**config.mk**
```make
export PLATFORM = sky130hd
export DESIGN_NAME = vga_timing_gen
export DESIGN_NICKNAME = d
export VERILOG_FILES = /design/src/rtl/vga_timing_gen.sv
export SDC_FILE = /design/constraint.sdc
export NUM_CORES = 1
export LEC_CHECK = 0
export CORE_MARGIN = 2
export CORE_UTILIZATION = 46
export DETAILED_ROUTE_END_ITERATION = 6
export PLACE_DENSITY_LB_ADDON = 0.12
export SYNTH_ARGS = -nofsm -noshare
export SYNTH_HDL_FRONTEND = slang
export SYNTH_SLANG_ARGS = --single-unit
```
**constraint.sdc**
```tcl
create_clock -name clock -period 5.57 [get_ports clock]
set_clock_uncertainty 0.2 [all_clocks]
set_input_delay 0.557 -clock clock [delete_from_list [all_inputs] [get_ports clock]]
set_output_delay 0.557 -clock clock [all_outputs]
set_load 0.01 [all_outputs]
```
**src/rtl/vga_timing_gen.sv**
```systemverilog
// Runtime-programmable VGA timing generator: counters, registered decodes, staged
// frame-boundary mode switching and a frame counter. Define VGA_TIMING_PREFETCH_EN for lookahead fetch coordinates.
module vga_timing_gen #(
  parameter int XW       = 11,
  parameter int YW       = 10,
  parameter int FRAME_W  = 8,
  parameter int PREFETCH = 4
) (
  input  logic               clock,
  input  logic               reset,
  input  logic [XW-1:0]      cfg_h_active,
  input  logic [XW-1:0]      cfg_h_sync_start,
  input  logic [XW-1:0]      cfg_h_sync_end,
  input  logic [XW-1:0]      cfg_h_total,
  input  logic [YW-1:0]      cfg_v_active,
  input  logic [YW-1:0]      cfg_v_sync_start,
  input  logic [YW-1:0]      cfg_v_sync_end,
  input  logic [YW-1:0]      cfg_v_total,
  input  logic               cfg_hs_pol,
  input  logic               cfg_vs_pol,
  input  logic               cfg_load,
  output logic               cfg_pending,
  output logic               cfg_error,
  output logic [XW-1:0]      vga_x,
  output logic [YW-1:0]      vga_y,
  output logic               vga_visible,
  output logic               vga_hs,
  output logic               vga_vs,
  output logic               vga_horizontal_blank_strobe,
  output logic               vga_vertical_blank_strobe,
  output logic [FRAME_W-1:0] frame_count,
  output logic [XW-1:0]      fetch_x,
  output logic [YW-1:0]      fetch_y,
  output logic               fetch_visible
);

  typedef struct packed {
    logic [XW-1:0] h_active;
    logic [XW-1:0] h_sync_start;
    logic [XW-1:0] h_sync_end;
    logic [XW-1:0] h_total;
    logic [YW-1:0] v_active;
    logic [YW-1:0] v_sync_start;
    logic [YW-1:0] v_sync_end;
    logic [YW-1:0] v_total;
    logic          hs_pol;
    logic          vs_pol;
  } cfg_t;

  // One pixel position together with every decode that refers to it.
  typedef struct packed {
    logic [XW-1:0] x;
    logic [YW-1:0] y;
    logic          vis;
    logic          hs;
    logic          vs;
    logic          hstb;
    logic          vstb;
  } pix_t;

`ifdef VGA_TIMING_PREFETCH_EN
  localparam int RESET_LEAD = PREFETCH;
`else
  localparam int RESET_LEAD = 0;
`endif

  function automatic logic cfg_legal(input cfg_t c);
    logic h_ok;
    logic v_ok;
    h_ok = (c.h_active >= XW'(1)) && (c.h_active <= c.h_sync_start) &&
           (c.h_sync_start < c.h_sync_end) && (c.h_sync_end <= c.h_total) &&
           (c.h_total >= XW'(2));
    v_ok = (c.v_active >= YW'(1)) && (c.v_active <= c.v_sync_start) &&
           (c.v_sync_start < c.v_sync_end) && (c.v_sync_end <= c.v_total) &&
           (c.v_total >= YW'(2));
    return h_ok && v_ok;
  endfunction

  function automatic void advance(input logic [XW-1:0] x, input logic [YW-1:0] y,
                                  input cfg_t c, output logic [XW-1:0] nx,
                                  output logic [YW-1:0] ny, output logic wrap);
    logic h_last;
    logic v_last;
    h_last = (x == c.h_total - XW'(1));
    v_last = (y == c.v_total - YW'(1));
    wrap   = h_last && v_last;
    nx     = h_last ? '0 : x + XW'(1);
    ny     = h_last ? (v_last ? '0 : y + YW'(1)) : y;
  endfunction

  function automatic pix_t decode(input logic [XW-1:0] x, input logic [YW-1:0] y,
                                  input cfg_t c);
    pix_t p;
    p.x    = x;
    p.y    = y;
    p.vis  = (x < c.h_active) && (y < c.v_active);
    p.hs   = ((x >= c.h_sync_start) && (x < c.h_sync_end)) ? c.hs_pol : ~c.hs_pol;
    p.vs   = ((y >= c.v_sync_start) && (y < c.v_sync_end)) ? c.vs_pol : ~c.vs_pol;
    p.hstb = (x == c.h_active);
    p.vstb = p.hstb && (y == c.v_active - YW'(1));
    return p;
  endfunction

  // Position reached after k clocks from (0,0) under config c, with its decodes.
  function automatic pix_t pix_at(input int k, input cfg_t c);
    logic [XW-1:0] x;
    logic [YW-1:0] y;
    logic          unused_wrap;
    x = '0;
    y = '0;
    for (int i = 0; i < PREFETCH; i++) begin
      if (i < k) advance(x, y, c, x, y, unused_wrap);
    end
    return decode(x, y, c);
  endfunction

  cfg_t                cfg_in;
  cfg_t                act_q, act_d;
  cfg_t                pend_cfg_q, pend_cfg_d;
  logic                pend_q, pend_d;
  logic                err_q, err_d;
  logic [FRAME_W-1:0]  frame_q, frame_d;
  pix_t                mst_q, mst_d;
  pix_t                vga_pix;
  logic [XW-1:0]       nx;
  logic [YW-1:0]       ny;
  logic                wrap;
  logic                load_ok;

  assign cfg_in = '{h_active: cfg_h_active, h_sync_start: cfg_h_sync_start,
                    h_sync_end: cfg_h_sync_end, h_total: cfg_h_total,
                    v_active: cfg_v_active, v_sync_start: cfg_v_sync_start,
                    v_sync_end: cfg_v_sync_end, v_total: cfg_v_total,
                    hs_pol: cfg_hs_pol, vs_pol: cfg_vs_pol};

  assign load_ok = cfg_load && cfg_legal(cfg_in);

  always_comb begin
    nx         = '0;
    ny         = '0;
    wrap       = 1'b0;
    act_d      = act_q;
    pend_d     = pend_q;
    pend_cfg_d = pend_cfg_q;
    frame_d    = frame_q;
    err_d      = cfg_load && !load_ok;
    advance(mst_q.x, mst_q.y, act_q, nx, ny, wrap);
    // Apply uses the old pending value so a load on the wrap cycle is staged for the next frame.
    if (wrap) begin
      frame_d = frame_q + FRAME_W'(1);
      if (pend_q) begin
        act_d  = pend_cfg_q;
        pend_d = 1'b0;
      end
    end
    if (load_ok) begin
      pend_cfg_d = cfg_in;
      pend_d     = 1'b1;
    end
    mst_d = decode(nx, ny, act_d);
  end

  always_ff @(posedge clock) begin
    if (reset) begin
      act_q      <= cfg_in;
      pend_cfg_q <= '0;
      pend_q     <= 1'b0;
      err_q      <= 1'b0;
      frame_q    <= '0;
      mst_q      <= pix_at(RESET_LEAD, cfg_in);
    end else begin
      act_q      <= act_d;
      pend_cfg_q <= pend_cfg_d;
      pend_q     <= pend_d;
      err_q      <= err_d;
      frame_q    <= frame_d;
      mst_q      <= mst_d;
    end
  end

`ifdef VGA_TIMING_PREFETCH_EN
  // pipe_q[PREFETCH-1] is the oldest stage; reset preloads positions 0..PREFETCH-1.
  pix_t pipe_q [PREFETCH];

  always_ff @(posedge clock) begin
    if (reset) begin
      for (int k = 0; k < PREFETCH; k++) pipe_q[k] <= pix_at(PREFETCH - 1 - k, cfg_in);
    end else begin
      pipe_q[0] <= mst_q;
      for (int k = 1; k < PREFETCH; k++) pipe_q[k] <= pipe_q[k-1];
    end
  end

  assign vga_pix       = pipe_q[PREFETCH-1];
  assign fetch_x       = mst_q.x;
  assign fetch_y       = mst_q.y;
  assign fetch_visible = mst_q.vis;
`else
  assign vga_pix       = mst_q;
  assign fetch_x       = '0;
  assign fetch_y       = '0;
  assign fetch_visible = 1'b0;
`endif

  assign vga_x                       = vga_pix.x;
  assign vga_y                       = vga_pix.y;
  assign vga_visible                 = vga_pix.vis;
  assign vga_hs                      = vga_pix.hs;
  assign vga_vs                      = vga_pix.vs;
  assign vga_horizontal_blank_strobe = vga_pix.hstb;
  assign vga_vertical_blank_strobe   = vga_pix.vstb;
  assign cfg_pending                 = pend_q;
  assign cfg_error                   = err_q;
  assign frame_count                 = frame_q;

endmodule

```
Word level (Yosys, flattened, before mapping)
Cells that the tools add are included.
{"block": "word_totals", "reg_bits": 208, "in_bits": 89, "output_inout_bits": 58, "wordCells": 107}
{"block": "classes", "n_addsub": 7, "order_cmp": 22, "n_eq_ne": 4, "muxes": 13, "n_bitwise": 4, "n_reduce_logical": 27}
{"operator": "two-way mux 86 bit", "n": 3}
{"operator": "< comparator 11 bit", "n": 3}
{"operator": "< comparator 10 bit", "n": 3}
{"operator": "subtractor 10 x 1 -> 10 bit, second input constant", "n": 3}
{"operator": "== test 11 bit", "n": 2}
{"operator": "less-or-equal comparator 11 bit", "n": 2}
{"operator": "< comparator 1 x 11 -> 1 bit, first input constant", "n": 2}
{"operator": "== test 10 bit", "n": 2}
{"operator": "less-or-equal comparator 10 bit", "n": 2}
{"operator": "logical AND 1 bit", "n": 20}
{"operator": "< comparator 1 x 10 -> 1 bit, first input constant", "n": 2}
{"operator": "two-way mux 10 bit", "n": 2}
{"operator": "adder 11 x 1 -> 11 bit, second input constant", "n": 1}
{"operator": "greater-or-equal comparator 1 x 11 -> 1 bit, first input constant", "n": 1}
{"operator": "greater-or-equal comparator 11 x 1 -> 1 bit, second input constant", "n": 1}
{"operator": "greater-or-equal comparator 11 bit", "n": 1}
{"operator": "greater-or-equal comparator 11 x 2 -> 1 bit, second input constant", "n": 1}
{"operator": "logical NOT 11 bit", "n": 1}
{"operator": "two-way mux 11 bit", "n": 1}
{"operator": "subtractor 11 x 1 -> 11 bit, second input constant", "n": 1}
{"operator": "adder 10 x 1 -> 10 bit, second input constant", "n": 1}
{"operator": "greater-or-equal comparator 1 x 10 -> 1 bit, first input constant", "n": 1}
{"operator": "greater-or-equal comparator 10 x 1 -> 1 bit, second input constant", "n": 1}
{"operator": "greater-or-equal comparator 10 bit", "n": 1}
{"operator": "other kinds (9)", "n": 19}

Longest topological paths before layout
{"block": "logic_depth", "depth_word": 9, "ltp_mapped": 24, "depth_no_buf": 22}

Least setup slack after synthesis
No wires, ideal clock.
{"block": "synth_timing", "kind": "flip-flop to flip-flop", "start": "register act_q[42] in the netlist's numbering", "end": "register mst_q (netlist bit vga_visible)", "setup_time_ns": 0.061, "t_arrival_ns": 4.881, "required_time_ns": 5.309, "setup_slack_ns": 0.428, "path_stages_with_launch": 25, "n_path_buf": 4, "period_less_slack_ns": 5.142, "cell_sequence": "edfxtp_1 inv_1 ha_1 or4b_1 o21a_1 o2111ai_1 a211oi_4 nand4_2 buf_6 buf_6 clkbuf_1 buf_2 mux2i_1 ha_1 nor2b_1 o21a_1 o21a_1 o21a_1 o21a_1 o21a_1 o21a_1 o21a_1 o21a_1 o21ai_0 a32o_1"}
{"block": "synth_via", "elab_chain_len": 7, "elab_cells_between_ends": 10, "classes_between": "1 x add/sub; 2 x order compare; 1 x eq/ne; 4 x mux; 2 x reduce/logical"}
{"element": "start: declaration", "line_no": "118", "text": "cfg_t act_q, act_d;"}
{"element": "start signal: assignment", "line_no": "165", "text": "act_q <= cfg_in;"}
{"element": "start signal: assignment", "line_no": "172", "text": "act_q <= act_d;"}
{"element": "subtractor 11 x 1 -> 11 bit (*)", "line_no": "84", "text": "h_last = (x == c.h_total - XW'(1));"}
{"element": "== test 11 bit (*)", "line_no": "84"}
{"element": "logical AND 1 bit", "line_no": "86", "text": "wrap = h_last && v_last;"}
{"element": "two-way mux 86 bit", "line_no": "149", "text": "if (wrap) begin"}
{"element": "< comparator 11 bit or < comparator 10 bit (tied branches)", "line_no": "96", "text": "p.vis = (x < c.h_active) && (y < c.v_active);"}
{"element": "logical AND 1 bit (*)", "line_no": "96"}
{"element": "two-way mux 5 bit (*)", "line_no": "164", "text": "if (reset) begin"}
{"element": "end signal: assignment", "line_no": "170", "text": "mst_q <= pix_at(RESET_LEAD, cfg_in);"}
{"element": "end signal: assignment", "line_no": "177", "text": "mst_q <= mst_d;"}
{"element": "end: declaration", "line_no": "123", "text": "pix_t mst_q, mst_d;"}
Every way passes the cells marked *; elsewhere a longest branch is shown, timed or not. The select of a mux whose other input is x is not followed.
A chain may end at the register's enable or synchronous reset.

==> flow_summary.json <==
{
  "gp_congestion": 0.895,
  "tightest_slew_ns": 1.16,
  "die_w_um": 172,
  "min_period_over_period_pct": 91.5,
  "rsz0062_at_grt": "false",
  "whs_ns": 0.205,
  "final_cell_mix": "dfxtp_1, o21ai_0, ha_1",
  "root_buffer": "clkbuf_16",
  "path_clk_slew_ns": 0.06,
  "cp-start-kind": "flop",
  "worst_slew_margin_rel_pct": 22.8,
  "holdCritPathClass": "in2reg",
  "p_switching_uw": 1100,
  "p_int_uw": 2870,
  "drc": 0,
  "crit_required_ns": 5.83,
  "grt_max_degree": 197,
  "worstPathArrival_ns": 5.36,
  "postCtsSetupBuffers": 0,
  "ys_seq_elements": 208,
  "hpwl_um": 28100,
  "hold_viol_final": 0,
  "clock.fmax_ghz": 0.196,
  "setup_violations": 0,
  "p_seq_share_pct": 41.2,
  "grt_pass1_wl_um": 60800,
  "synth_warnings": 0,
  "grt_usage_pct": 26.2,
  "power_density_nw_per_um2": 257,
  "synth_cells": 1488,
  "start_util_pct": 46.8,
  "antenna_cells": 0,
  "power.leakage_uw": 0.00686,
  "combPwrFrac_pct": 17.4,
  "antenna_found_initial": 0,
  "overflow": 0,
  "synthFlopType": "dfxtp_1",
  "utilization_pct": 55.4,
  "clk_path_buf_depth": 3,
  "dr.first_iter.drc_count": 972,
  "postRouteWirelength_um": 39300,
  "layout_commonest_cell": "dfxtp_1",
  "nets": 1793,
  "max-cap-violations": 0,
  "core-area_um2": 27900,
  "ios": 147,
  "rows": 61,
  "dieArea_um2": 29700,
  "tritoncts": "yes",
  "setup_ws_ns": 0.474,
  "setup_tns_ns": 0,
  "ys_types": 72,
  "h-tree-depth": 1,
  "critPathMaxFanout": 6,
  "synth.avg_cell_area_um2": 8.77,
  "worst_setup_path_end_kind": "flop",
  "mappedNetlistArea_um2": 13000,
  "port_buffers": 124,
  "swShare_pct": 27.7,
  "routed-via-count": 11488,
  "fp.dieH_um": 172,
  "synth_edf_count": 21,
  "drive_gt1_share_pct": 6.28,
  "wire_per_inst_um": 19.9,
  "clk_latency_ns": 0.52,
  "ir_drop_mv": 0.146,
  "async_flop_share_pct": 0,
  "ys_seq_area_share_pct": 33.5,
  "path_class": "reg2reg",
  "slew_viol_final": 0,
  "routed_via_density": 5.83,
  "drt_first_pass_iters": 5,
  "dp_worst_setup_slack_ns": 0.374,
  "grt_pass1_vias": 10619,
  "postRouteAntennaNets": 0,
  "total_power_uw": 3970,
  "cts_made_buffers": 25,
  "area_growth_pct": 18.3,
  "fin_crit_ns": 5.10,
  "clock_sinks": 208,
  "outcome": "completed",
  "p_clk_share_pct": 41.4
}
[stage by stage]
step           cell area [um^2]  instances
3_5_place_dp              14600       1927
3_3_place_gp              14600       1927
4_1_cts                   15400       1971
6_report                  15400       1971
2_1_floorplan             13100       1509
5_1_grt                   15400       1971
[power groups by stage]
stage               logic [uW]  clock network, uW  registers (uW)
floorplan                  428                  0            1660
global placement           670                  0            1660
detailed placement         679                  0            1670
CTS                        682               1670            1630
global route               758               1720            1640
finish                     690               1640            1630
[metal layers]
| layer | global-route usage, % | vias to the layer above | share of wire [%] |
|---|---|---|---|
| li1 | - | 5568 | - |
| met1 | 40.4 | 5530 | 50 |
| met2 | 37.6 | 348 | 42 |
| met3 | 4.72 | 42 | 6.6 |
| met4 | 5.55 | 0 | 1.9 |
| met5 | 0 | - | 0 |
[critical path, stage by stage, from the launching register on]
cell and delay, ns:
edfxtp_1 0.45, inv_1 0.09, ha_1 0.25, or4b_1 0.48, nor3_1 0.18, o2111ai_1 0.17, a211oi_4 0.37, nand3_2 0.23
buf_4 0.21, and2_1 0.18, ha_1 0.31, nor2b_1 0.14, o21a_1 0.16, o21a_1 0.16, o21a_1 0.17, o21a_1 0.16
o21a_1 0.17, o21a_1 0.16, o21a_1 0.16, o21a_1 0.16, o21ai_0 0.28, a32o_1 0.21
[registers in the layout, indices dropped and copies added (netlist names), 8 cells and up]
signal and flops:
pend_cfg_q 86, act_q 86, frame_count 8, vga_x 11, vga_y 10
[final timing paths]
check                           slack [ns]        endpoint      startpoint  depth (start not counted)
worst max register to register        0.47     vga_visible       act_q[42]                         21
worst max-delay path                  0.47     vga_visible       act_q[42]                         21
worst min register to register        0.27  pend_cfg_q[20]  pend_cfg_q[20]                          2
worst min-delay path                  0.20       cfg_error        cfg_load                          3
[synth_stat cells (31+ instances only)]
library cell | number | area [um^2]
nand2_1 | 67 | 251
dfxtp_1 | 187 | 3740
nor3_1 | 32 | 160
nand4_1 | 112 | 701
a21o_1 | 35 | 263
a21oi_1 | 111 | 556
inv_1 | 101 | 379
nor2_1 | 51 | 191
clkbuf_1 | 77 | 289
ha_1 | 128 | 1600
o21ai_0 | 135 | 676
mux2i_1 | 115 | 1150
o21a_1 | 31 | 233
[logic make-up after synthesis]
family / Yosys count / share of synthesized area (%)
multiplexers: 133 / 10.7
other: 1 / 0.0288
AND/OR/NAND/NOR: 385 / 16.0
XOR/XNOR: 50 / 3.36
flip-flops: 208 / 33.5
AO/OA/AOI/OAI: 370 / 17.1
buffers and inverters: 213 / 6.95
adder cells (fa/ha/maj): 128 / 12.3
[what timing repair did]
| item | 4_1_cts | 5_1_grt |
|---|---|---|
| resized for setup | 0 | 2 |
| setup endpoints to repair | 0 | 2 |
| hold buffers | 0 | 0 |
[final cells by class]
cell class              count  area, um^2
flip-flops and latches    208        4370
fillers                  2598       12400
inverters                 101         379
clock inverters             6        60.1
clock buffers              38         774
multi-input cells        1088        7880
repair buffers            152        1490
well taps                 378         473
(Power assumes the default switching activity.)
